## src/rtl/sat_pkg.sv

```systemverilog
// Shared SAT-engine package: default widths used across the engine slice,
// the beat-kind encoding used on the bin store stream and the unload FSM
// state type, plus a small width helper.
package sat_pkg;

    localparam int DEF_NUM_CLAUSES      = 8;
    localparam int DEF_NUM_VARS         = 8;
    localparam int DEF_NUM_LVLS         = 8;
    localparam int DEF_WIDTH_BIN_ID     = 10;
    localparam int DEF_WIDTH_VAR_STATES = 19;
    localparam int DEF_WIDTH_LVL_STATES = 11;

    // Entry index carried on every beat; every list is at most 256 long.
    localparam int WIDTH_IDX = 8;

    typedef enum logic [1:0] {
        KIND_CLAUSE = 2'd0,
        KIND_VAR    = 2'd1,
        KIND_LVL    = 2'd2,
        KIND_RSVD   = 2'd3
    } beat_kind_e;

    typedef enum logic [2:0] {
        IDLE   = 3'd0,
        RD_C   = 3'd1,
        CAP_C  = 3'd2,
        SEND_C = 3'd3,
        SEND_V = 3'd4,
        SEND_L = 3'd5,
        FIN    = 3'd6
    } wb_state_e;

    // Largest of three widths, used to size a shared payload bus.
    function automatic int max3(input int a, input int b, input int c);
        int m;
        m = a;
        if (b > m) m = b;
        if (c > m) m = c;
        return m;
    endfunction

endpackage

```

## src/rtl/bin_wb_out_reg.sv

```systemverilog
// Single-entry valid/ready holding register. Once a beat is loaded, its
// fields stay frozen until the sink accepts it, and valid is purely a
// register so it never depends combinationally on ready. The loader must
// only load while the register is empty or is being drained this cycle.
module bin_wb_out_reg #(
    parameter int WIDTH_BIN  = 10,
    parameter int WIDTH_IDX  = 8,
    parameter int WIDTH_DATA = 24
) (
    input  logic                  clk,
    input  logic                  rst,
    input  logic                  load_i,
    input  logic [1:0]            kind_i,
    input  logic [WIDTH_BIN-1:0]  bin_i,
    input  logic [WIDTH_IDX-1:0]  idx_i,
    input  logic [WIDTH_DATA-1:0] data_i,
    input  logic                  ready_i,
    output logic                  valid_o,
    output logic                  fire_o,
    output logic [1:0]            kind_o,
    output logic [WIDTH_BIN-1:0]  bin_o,
    output logic [WIDTH_IDX-1:0]  idx_o,
    output logic [WIDTH_DATA-1:0] data_o
);

    logic                  valid_q, valid_d;
    logic [1:0]            kind_q, kind_d;
    logic [WIDTH_BIN-1:0]  bin_q, bin_d;
    logic [WIDTH_IDX-1:0]  idx_q, idx_d;
    logic [WIDTH_DATA-1:0] data_q, data_d;

    // Next entry: a new load wins, otherwise an accepted beat empties the
    // register and clears its fields so an idle bus reads as zero.
    always_comb begin
        valid_d = valid_q;
        kind_d  = kind_q;
        bin_d   = bin_q;
        idx_d   = idx_q;
        data_d  = data_q;
        if (load_i) begin
            valid_d = 1'b1;
            kind_d  = kind_i;
            bin_d   = bin_i;
            idx_d   = idx_i;
            data_d  = data_i;
        end else if (valid_q && ready_i) begin
            valid_d = 1'b0;
            kind_d  = '0;
            bin_d   = '0;
            idx_d   = '0;
            data_d  = '0;
        end
    end

    // Entry storage, cleared by the asynchronous reset.
    always_ff @(posedge clk or posedge rst) begin
        if (rst) begin
            valid_q <= 1'b0;
            kind_q  <= '0;
            bin_q   <= '0;
            idx_q   <= '0;
            data_q  <= '0;
        end else begin
            valid_q <= valid_d;
            kind_q  <= kind_d;
            bin_q   <= bin_d;
            idx_q   <= idx_d;
            data_q  <= data_d;
        end
    end

    assign valid_o = valid_q;
    assign fire_o  = valid_q & ready_i;
    assign kind_o  = kind_q;
    assign bin_o   = bin_q;
    assign idx_o   = idx_q;
    assign data_o  = data_q;

endmodule

```

## src/rtl/bin_writeback.sv

```systemverilog
// Bin unload engine. On start it snapshots the engine's variable and level
// state lists, then walks the clause array one slot at a time (select,
// capture, send) and finally streams the snapshot lists, every entry as a
// tagged beat on a valid/ready bus towards the bin store.
// Optional feature macro BIN_WB_SKIP_EMPTY_EN: when defined, all-zero
// clauses are dropped from the stream at capture time instead of sent.
module bin_writeback
    import sat_pkg::*;
#(
    parameter int NUM_CLAUSES      = DEF_NUM_CLAUSES,
    parameter int NUM_VARS         = DEF_NUM_VARS,
    parameter int NUM_LVLS         = DEF_NUM_LVLS,
    parameter int WIDTH_BIN_ID     = DEF_WIDTH_BIN_ID,
    parameter int WIDTH_VAR_STATES = DEF_WIDTH_VAR_STATES,
    parameter int WIDTH_LVL_STATES = DEF_WIDTH_LVL_STATES,
    localparam int WIDTH_DATA      = max3(NUM_VARS * 3, WIDTH_VAR_STATES, WIDTH_LVL_STATES)
) (
    input  logic                                 clk,
    input  logic                                 rst,
    input  logic                                 start_i,
    input  logic [WIDTH_BIN_ID-1:0]              bin_id_i,
    output logic                                 busy_o,
    output logic                                 done_o,
    output logic [NUM_CLAUSES-1:0]               rd_carray_o,
    input  logic [NUM_VARS*3-1:0]                clause_i,
    input  logic [WIDTH_VAR_STATES*NUM_VARS-1:0] vars_states_i,
    input  logic [WIDTH_LVL_STATES*NUM_LVLS-1:0] lvl_states_i,
    output logic                                 out_valid_o,
    input  logic                                 out_ready_i,
    output logic [1:0]                           out_kind_o,
    output logic [WIDTH_BIN_ID-1:0]              out_bin_o,
    output logic [WIDTH_IDX-1:0]                 out_idx_o,
    output logic [WIDTH_DATA-1:0]                out_data_o
);

    localparam int WIDTH_CLAUSE = NUM_VARS * 3;

    localparam logic [WIDTH_IDX-1:0]   LAST_C  = WIDTH_IDX'(NUM_CLAUSES - 1);
    localparam logic [WIDTH_IDX-1:0]   LAST_V  = WIDTH_IDX'(NUM_VARS - 1);
    localparam logic [WIDTH_IDX-1:0]   LAST_L  = WIDTH_IDX'(NUM_LVLS - 1);
    localparam logic [NUM_CLAUSES-1:0] ONE_SEL = NUM_CLAUSES'(1);

    wb_state_e                            state_q, state_d;
    logic [WIDTH_IDX-1:0]                 idx_q, idx_d;
    logic [WIDTH_BIN_ID-1:0]              bin_q, bin_d;
    logic [WIDTH_VAR_STATES*NUM_VARS-1:0] vars_q, vars_d;
    logic [WIDTH_LVL_STATES*NUM_LVLS-1:0] lvls_q, lvls_d;
    logic                                 busy_q, busy_d;
    logic                                 done_q, done_d;
    logic [NUM_CLAUSES-1:0]               rd_carray_q, rd_carray_d;

    logic                                 beatLoad;
    beat_kind_e                           beatKind;
    logic [WIDTH_DATA-1:0]                beatData;
    logic                                 beatFire;

    // Sequencing decisions. A beat is loaded into the holding register on
    // the same edge that enters its send state, so the first cycle of every
    // send state already presents a valid beat and state beats can go back
    // to back under continuous ready.
    always_comb begin
        state_d  = state_q;
        idx_d    = idx_q;
        bin_d    = bin_q;
        vars_d   = vars_q;
        lvls_d   = lvls_q;
        busy_d   = busy_q;
        done_d   = 1'b0;
        beatLoad = 1'b0;
        case (state_q)
            IDLE: begin
                if (start_i) begin
                    bin_d   = bin_id_i;
                    vars_d  = vars_states_i;
                    lvls_d  = lvl_states_i;
                    idx_d   = '0;
                    busy_d  = 1'b1;
                    state_d = RD_C;
                end
            end
            RD_C: begin
                state_d = CAP_C;
            end
            CAP_C: begin
`ifdef BIN_WB_SKIP_EMPTY_EN
                if (clause_i == '0) begin
                    if (idx_q == LAST_C) begin
                        idx_d    = '0;
                        state_d  = SEND_V;
                        beatLoad = 1'b1;
                    end else begin
                        idx_d   = idx_q + 1'b1;
                        state_d = RD_C;
                    end
                end else begin
                    state_d  = SEND_C;
                    beatLoad = 1'b1;
                end
`else
                state_d  = SEND_C;
                beatLoad = 1'b1;
`endif
            end
            SEND_C: begin
                if (beatFire) begin
                    if (idx_q == LAST_C) begin
                        idx_d    = '0;
                        state_d  = SEND_V;
                        beatLoad = 1'b1;
                    end else begin
                        idx_d   = idx_q + 1'b1;
                        state_d = RD_C;
                    end
                end
            end
            SEND_V: begin
                if (beatFire) begin
                    beatLoad = 1'b1;
                    if (idx_q == LAST_V) begin
                        idx_d   = '0;
                        state_d = SEND_L;
                    end else begin
                        idx_d = idx_q + 1'b1;
                    end
                end
            end
            SEND_L: begin
                if (beatFire) begin
                    if (idx_q == LAST_L) begin
                        idx_d   = '0;
                        busy_d  = 1'b0;
                        done_d  = 1'b1;
                        state_d = FIN;
                    end else begin
                        idx_d    = idx_q + 1'b1;
                        beatLoad = 1'b1;
                    end
                end
            end
            FIN: begin
                state_d = IDLE;
            end
            default: begin
                state_d = IDLE;
            end
        endcase
    end

    // Payload of the beat being loaded, chosen by the state it is sent in
    // and the index it will carry; narrower entries are zero-extended.
    always_comb begin
        beatKind = KIND_CLAUSE;
        beatData = '0;
        case (state_d)
            SEND_V: begin
                beatKind = KIND_VAR;
                beatData[WIDTH_VAR_STATES-1:0] =
                    vars_q[int'(idx_d)*WIDTH_VAR_STATES +: WIDTH_VAR_STATES];
            end
            SEND_L: begin
                beatKind = KIND_LVL;
                beatData[WIDTH_LVL_STATES-1:0] =
                    lvls_q[int'(idx_d)*WIDTH_LVL_STATES +: WIDTH_LVL_STATES];
            end
            default: begin
                beatKind = KIND_CLAUSE;
                beatData[WIDTH_CLAUSE-1:0] = clause_i;
            end
        endcase
    end

    // Clause read select is a registered one-hot that is only live while
    // the FSM sits in RD_C.
    always_comb begin
        rd_carray_d = '0;
        if (state_d == RD_C) begin
            rd_carray_d = ONE_SEL << idx_d;
        end
    end

    // FSM state, snapshots and registered control outputs.
    always_ff @(posedge clk or posedge rst) begin
        if (rst) begin
            state_q     <= IDLE;
            idx_q       <= '0;
            bin_q       <= '0;
            vars_q      <= '0;
            lvls_q      <= '0;
            busy_q      <= 1'b0;
            done_q      <= 1'b0;
            rd_carray_q <= '0;
        end else begin
            state_q     <= state_d;
            idx_q       <= idx_d;
            bin_q       <= bin_d;
            vars_q      <= vars_d;
            lvls_q      <= lvls_d;
            busy_q      <= busy_d;
            done_q      <= done_d;
            rd_carray_q <= rd_carray_d;
        end
    end

    bin_wb_out_reg #(
        .WIDTH_BIN  (WIDTH_BIN_ID),
        .WIDTH_IDX  (WIDTH_IDX),
        .WIDTH_DATA (WIDTH_DATA)
    ) u_out_reg (
        .clk     (clk),
        .rst     (rst),
        .load_i  (beatLoad),
        .kind_i  (beatKind),
        .bin_i   (bin_q),
        .idx_i   (idx_d),
        .data_i  (beatData),
        .ready_i (out_ready_i),
        .valid_o (out_valid_o),
        .fire_o  (beatFire),
        .kind_o  (out_kind_o),
        .bin_o   (out_bin_o),
        .idx_o   (out_idx_o),
        .data_o  (out_data_o)
    );

    assign busy_o      = busy_q;
    assign done_o      = done_q;
    assign rd_carray_o = rd_carray_q;

endmodule

```

## config.mk

```make
export PLATFORM = sky130hd
export DESIGN_NAME = bin_writeback
export DESIGN_NICKNAME = d
export VERILOG_FILES = /design/src/rtl/sat_pkg.sv /design/src/rtl/bin_wb_out_reg.sv /design/src/rtl/bin_writeback.sv
export SDC_FILE = /design/constraint.sdc
export NUM_CORES = 1
export LEC_CHECK = 0
export BUFFER_PORTS_ARGS = -buffer_cell sky130_fd_sc_hd__buf_4
export CORE_MARGIN = 2
export CORE_UTILIZATION = 50
export DETAILED_ROUTE_END_ITERATION = 10
export GPL_TIMING_DRIVEN = 0
export PLACE_DENSITY = 0.79
export SETUP_SLACK_MARGIN = 0.02
export SLEW_MARGIN = 20
export SYNTH_ARGS = -nofsm -noshare
export SYNTH_HDL_FRONTEND = slang
export SYNTH_HIERARCHICAL = 1
export SYNTH_SLANG_ARGS = --single-unit
export TNS_END_PERCENT = 50
```

## constraint.sdc

```tcl
create_clock -name clk -period 13.39 [get_ports clk]
set_input_delay 0.6695 -clock clk [delete_from_list [all_inputs] [get_ports clk]]
set_output_delay 0.6695 -clock clk [all_outputs]
set_load 0.005 [all_outputs]
```

==> flow_summary.ini, run 1 <==
[sta]
fin_crit_sh_pct = 30.93
hold_viol = 0
slew_viol_final = 0
final.setup.tns_ns = 0
fin_skew_ns = 0.01903
rsz0062_at_grt = false
slew-limit-headroom_pct = 49.95
setup_viol = 0
worst_slack_ns = 9.249
tightest_slew_ns = 0.7444
final.min_clock_period_ns = 4.141
fmax_ghz = 0.2415

[power]
power_density_nw_per_um2 = 176.0
leakage_nw = 10.24
irDropWorstVdd_mv = 0.09827

[grt]
met1_usage_pct = 44.89
grt_pass1_wl_um = 78230
gr-max-usage-layer = met2
grt_max_degree = 107
track_usage_pct = 32.74
use_met2_pct = 52.22
use_met3_pct = 5.136
antenna_found_initial = 4
grt_pass1_vias = 13980
overflow = 0

[setup_path]
path_buf_inv = 4
rr_startpoint = u_out_reg/valid_o$_DFFE_PP0P_
end_kind = flop
cp.required_ns = 13.77
crit_path_max_fanout = 13
cpMaxStageDelayCell = or4bb_4
slowest_delay_ns = 0.64
arrival_ns = 4.52
rrSetupSlack_ns = 9.25
crit_type = flop to flop
worst_setup_path_start_kind = flop
worstRegToRegCells = 14
path_cells = and2_1, buf_2, buf_2, or4bb_4, o21ai_2, o211a_1, buf_6, buf_6, mux4_2, a22oi_1, o211ai_1, a22o_1, nand2_1, o21ai_0
cpLargestDelayFamily = compound AO/OA/AOI/OAI gates
r2r_end = u_out_reg/data_o[7]$_DFFE_PP0P_

[detailed_routing]
firstDrtPassIters = 5
drc = 0
via_per_inst = 5.537
via_count = 13890
wl_per_cell_um = 20.52
drtAntennaViolNets = 0
dr.first_iter.drc_count = 1293
postRouteWirelength_um = 51470

[die]
initial_core_util_pct = 51.13
pin_count = 333
core_area_sq_um = 29800
rows = 63
die_w_um = 178.5
fp.dieH_um = 178.5
dieArea_sq_um = 31880

[synthesis]
ys_seq_elements = 316
ys_seq_area_share_pct = 51.91
ys.flop_type = dfrtp_1
synthDominantCellAreaShare_pct = 51.91
synthesis.nets = 2002
yosysTopAreaCell = dfrtp_1
synth.distinct_cells = 76
async_reset_ff_share_pct = 100.0
syn_area_sq_um = 15230
synthCells = 1721
yosys-top-cells-area = dfrtp_1 (52%), nand2_1 (21%), mux2i_1 (6.3%)
syn_avg_cell_area_sq_um = 8.851
yosys_warnings = 6
synth_edf_count = 0

[finish]
num-fill-cells = 2525
post-route-util_pct = 65.05
syn2layout_area_growth_pct = 27.23
layout-drive-gt1-share_pct = 22.42
nets = 2373

[cts]
cts_sinks = 316
cts_resized = 0
clock_latency_ns = 0.53
cts_hold_buffers = 0
cts_buffer_depth = 3
clockRootBuffer = clkbuf_16
clk_pin_slew_ns = 0.06
h-tree-depth = 2
cts_tree = done
cts_setup_buffers = 0
cts_made_buffers = 34

[placed_design]
post-place-ws_ns = 8.954
dp_hpwl_um = 39250
numPortBuffers = 332
gp_congestion = 0.9427

[status]
status = finished clean

[job]
max_cap_violations = 0

[min_path]
hold_class = input port to asynchronous set/reset pin
-- layout by cell type (no fill, tap or decap), types with 5 or more instances in the layout --
cell type / n
o31ai_1: 6
a32o_1: 5
a211oi_1: 5
a22o_1: 18
clkinv_2: 7
o211ai_1: 5
and3_1: 21
nand4_1: 9
mux4_2: 11
inv_1: 6
buf_2: 18
o21ai_0: 21
nor4b_1: 6
a221o_1: 5
o21ai_1: 36
buf_6: 10
nor2_1: 23
mux2_2: 8
nand3_1: 9
mux2i_1: 96
a211o_1: 7
clkbuf_1: 71
dfrtp_1: 316
and2_1: 11
buf_4: 338
clkbuf_8: 15
clkbuf_16: 34
nand2_1: 864
a21oi_1: 9
a221oi_1: 5
nand2b_1: 44
-- synthesized netlist by cell type (2+ instances only) --
library cell	instances
ha_1	3
o31ai_2	2
nand3_1	9
nor3b_1	4
a22oi_1	4
nand4b_1	2
nor3_1	2
buf_6	10
dfrtp_1	316
nand2b_1	44
and2_1	11
a221oi_1	5
buf_2	18
a211oi_1	5
and3_1	21
nor2_1	23
mux4_2	11
o21ai_0	21
mux2_2	8
and3_2	2
o211ai_1	5
buf_4	6
clkbuf_8	9
a21o_1	2
buf_1	2
a32o_1	5
inv_1	8
a21oi_1	9
o31ai_1	6
nor4b_1	6
mux2i_1	96
a211o_1	7
a221o_1	5
o21ai_1	36
clkbuf_1	66
nand4_1	9
a22o_1	18
nor2b_1	4
nand2_1	864
-- where the power goes --
part	internal, mW	leakage [nW]	total, mW	switching (mW)
Sequential	1.19	4.08	1.33	0.148
Clock	0.523	0.530	0.912	0.390
Combinational	0.515	5.62	1.16	0.648
Total	2.23	10.2	3.41	1.19
-- worst max path at each step --
| stage | startpoint | slack [ns] | endpoint | cells past startpoint |
|---|---|---|---|---|
| 4_1_cts | u_out_reg/valid_o$_DFFE_PP0P_ | 9.31 | u_out_reg/data_o[7]$_DFFE_PP0P_ | 14 |
| 6_report | u_out_reg/valid_o$_DFFE_PP0P_ | 9.25 | u_out_reg/data_o[7]$_DFFE_PP0P_ | 14 |
| 3_3_place_gp | rst | 2.47 | vars_q[115]$_DFFE_PP0P_ | 2 |
| 3_5_place_dp | out_ready_i | 8.95 | u_out_reg/data_o[7]$_DFFE_PP0P_ | 15 |
| 5_1_grt | u_out_reg/valid_o$_DFFE_PP0P_ | 9.13 | u_out_reg/data_o[8]$_DFFE_PP0P_ | 14 |
| 2_1_floorplan | rst | 5.25 | bin_q[0]$_DFFE_PP0P_ | 1 |
-- logic make-up after synthesis --
group | count (synthesis) | synth area share (%)
AND/OR/NAND/NOR | 1016 | 27.83
flip-flops | 316 | 51.91
AO/OA/AOI/OAI | 148 | 6.891
buffers and inverters | 121 | 4.370
multiplexers | 116 | 8.698
adder cells (fa/ha/maj) | 3 | 0.2464
XOR/XNOR | 1 | 0.05751
-- area by class of cell --
class,count,area (sq um),share of cell area (%)
inverters,9,41.29,0.2130
multi-input cells,1284,6660,34.36
diodes,4,10.01,0.05165
clock inverters,13,115.1,0.5939
plain buffers,112,631.9,3.260
clock buffers,45,952.2,4.913
flip-flops and latches,316,7908,40.80
well taps,390,488.0,2.518
repair buffers,335,2575,13.29
-- sequential cells by signal, summed over array words and instances (netlist names) --
register           cells
u_out_reg/bin_o       10
rd_carray_o            8
u_out_reg/idx_o        8
u_out_reg/data_o      24
vars_q               152
state_q                3
idx_q                  8
bin_q                 10
u_out_reg/kind_o       2
u_out_reg/valid_o      1
busy_o                 1
done_o                 1
lvls_q                88
-- metrics by stage --
step                power [mW]  std cells  instance area (sq um)  hold slack [ns]
floorplan                2.030       1721                  15230           0.4373
global placement         2.447       2443                  18210           0.4531
detailed placement       2.483       2446                  18300           0.4602
CTS                      3.399       2504                  19370           0.2439
global route             3.579       2508                  19380           0.2622
finish                   3.410       2508                  19380           0.2162
-- metal layers --
| layer | routed length (um) | part of all wire, % |
|---|---|---|
| met1 | 20850 | 41 |
| met2 | 23910 | 46 |
| met3 | 4480 | 8.7 |
| met4 | 2225 | 4.3 |
| met5 | 0 | 0 |
Note: power is estimated with default switching activity, not from simulation.
==> run 2: changes to the inputs <==
==> constraint.sdc (replaced) <==
create_clock -name clk -period 4.2 [get_ports clk]
set_input_delay 0.21 -clock clk [delete_from_list [all_inputs] [get_ports clk]]
set_output_delay 0.21 -clock clk [all_outputs]
set_load 0.005 [all_outputs]
==> flow_summary.ini, run 2 (same netlist as run 1, synthesis figures left out) <==
[status]
status = finished clean

[cts]
cts_tree = done
cts_made_buffers = 35
cts_setup_buffers = 0
clk_pin_slew_ns = 0.06
clock_latency_ns = 0.53
cts_buffer_depth = 3
cts_sinks = 316
clockRootBuffer = clkbuf_16
h-tree-depth = 2

[setup_path]
arrival_ns = 4.46
path_cells = and2_1, buf_2, clkbuf_4, or4bb_4, o21ai_2, o211a_2, buf_6, buf_6, mux4_2, a22oi_1, o211ai_1, a22o_1, nand2_1, o21ai_0
cp.required_ns = 4.60
crit_top_cell = buf_6
cpMaxStageDelayCell = or4bb_4
end_kind = flop
worst_setup_path_start_kind = flop
crit_path_max_fanout = 13
slowest_delay_ns = 0.62
crit_type = flop to flop

[detailed_routing]
drtAntennaViolNets = 0
postRouteWirelength_um = 60750
firstDrtPassIters = 8
via_count = 15810
dr.first_iter.drc_count = 1495
drc = 0
wl_per_cell_um = 21.94
via_per_inst = 5.708

[finish]
layout_commonest_cell = nand2_1
final_cell_mix = nand2_1 (864), buf_4 (338), dfrtp_1 (316), dlygate4sd3_1 (252), mux2i_1 (96)
post-route-util_pct = 74.10
largest_register_ffs = 152
instances_no_fill = 2769
regMostFlops = vars_q
fin_area_sq_um = 22080
layout-drive-gt1-share_pct = 20.24
nets = 2632
num-fill-cells = 1991
syn2layout_area_growth_pct = 44.93

[grt]
overflow = 0
grt_pass1_wl_um = 91930
antenna_found_initial = 7
grt_max_degree = 37
grt_pass1_vias = 16740
track_usage_pct = 38.47

[die]
pin_count = 333
rows = 63
fp.dieH_um = 178.5
initial_core_util_pct = 51.13
die_w_um = 178.5
dieArea_sq_um = 31880
core_area_sq_um = 29800

[placed_design]
dp_hpwl_um = 39870
dp_cells = 2452
gp_congestion = 0.9358
post-place-ws_ns = 0.1297
dpl_cell_area_sq_um = 18400
numPortBuffers = 332

[sta]
rsz0062_at_grt = false
final.setup.tns_ns = 0
slew-limit-headroom_pct = 50.66
fin_skew_ns = 0.01756
final.min_clock_period_ns = 4.062
hold_viol = 0
fin_crit_sh_pct = 96.71
tightest_slew_ns = 0.7402
slew_viol_final = 0
fmax_ghz = 0.2462
setup_viol = 0
hold_slack_ns = 0.02490
worst_slack_ns = 0.1382

[power]
fin_total_pwr_mw = 11.39
power_density_nw_per_um2 = 516.0
irDropWorstVdd_mv = 0.3905
leakage_nw = 11.36

[min_path]
hold_class = input port to flop

[job]
max_cap_violations = 0
-- run 2: changes by cell type in the layout (fill, tap and decap cells not counted), moves of 2 or more --
cell / previous run / this run
buf_12: 0 / 9
buf_16: 3 / 0
clkbuf_16: 34 / 36
clkbuf_8: 15 / 19
clkinv_2: 7 / 1
diode_2: 4 / 7
dlygate4sd3_1: 0 / 252
inv_6: 3 / 1
-- run 2: cell type report --
| cell class | count | area, sq um | area share, % |
|---|---|---|---|
| flip-flops and latches | 316 | 7908 | 35.82 |
| multi-input cells | 1284 | 6660 | 30.17 |
| repair buffers | 593 | 5195 | 23.53 |
| clock buffers | 52 | 1061 | 4.806 |
| plain buffers | 112 | 634.4 | 2.873 |
| well taps | 390 | 488.0 | 2.210 |
| clock inverters | 6 | 76.32 | 0.3457 |
| inverters | 9 | 37.54 | 0.1700 |
| diodes | 7 | 17.52 | 0.07934 |
-- run 2: worst paths after layout --
kind,start,to,slack (ns),cells past startpoint
max,u_out_reg/valid_o$_DFFE_PP0P_,u_out_reg/data_o[7]$_DFFE_PP0P_,0.14,14
max in group asynchronous,rst,lvls_q[42]$_DFFE_PP0P_,2.73,6
max reg2reg,u_out_reg/valid_o$_DFFE_PP0P_,u_out_reg/data_o[7]$_DFFE_PP0P_,0.14,14
min in group asynchronous,rst,u_out_reg/idx_o[5]$_DFFE_PP0P_,0.23,3
min reg2reg,lvls_q[49]$_DFFE_PP0P_,lvls_q[49]$_DFFE_PP0P_,0.48,2
min,clause_i[23],u_out_reg/data_o[23]$_DFFE_PP0P_,0.02,4
-- run 2: repair_timing --
item,CTS,global route
resized for setup,0,2
hold endpoints to repair,305,0
hold buffers,252,0
setup endpoints to repair,0,2
-- run 2: routing by layer --
| layer | wire (um) | vias up | track usage (%) |
|---|---|---|---|
| li1 | - | 6868 | - |
| met1 | 22200 | 7611 | 46.43 |
| met3 | 5374 | 304 | 7.438 |
| met2 | 28550 | 1021 | 62.68 |
| met5 | 13 | - | 0 |
| met4 | 4608 | 2 | 25.85 |
-- run 2: where the power goes --
group          total, mW  switching (mW)  internal, mW
registers           4.28           0.495          3.78
clock network       3.08            1.27          1.81
logic               4.03            2.22          1.81
total               11.4            3.99          7.40
-- run 2: critical path, delay by kind of cell, from the launching register on --
family	cells	cell delay, ns
flip-flops	1	0.37
AO/OA/AOI/OAI	6	1.47
AND/OR/NAND/NOR	3	0.81
multiplexers	1	0.34
buffers and inverters	4	0.96
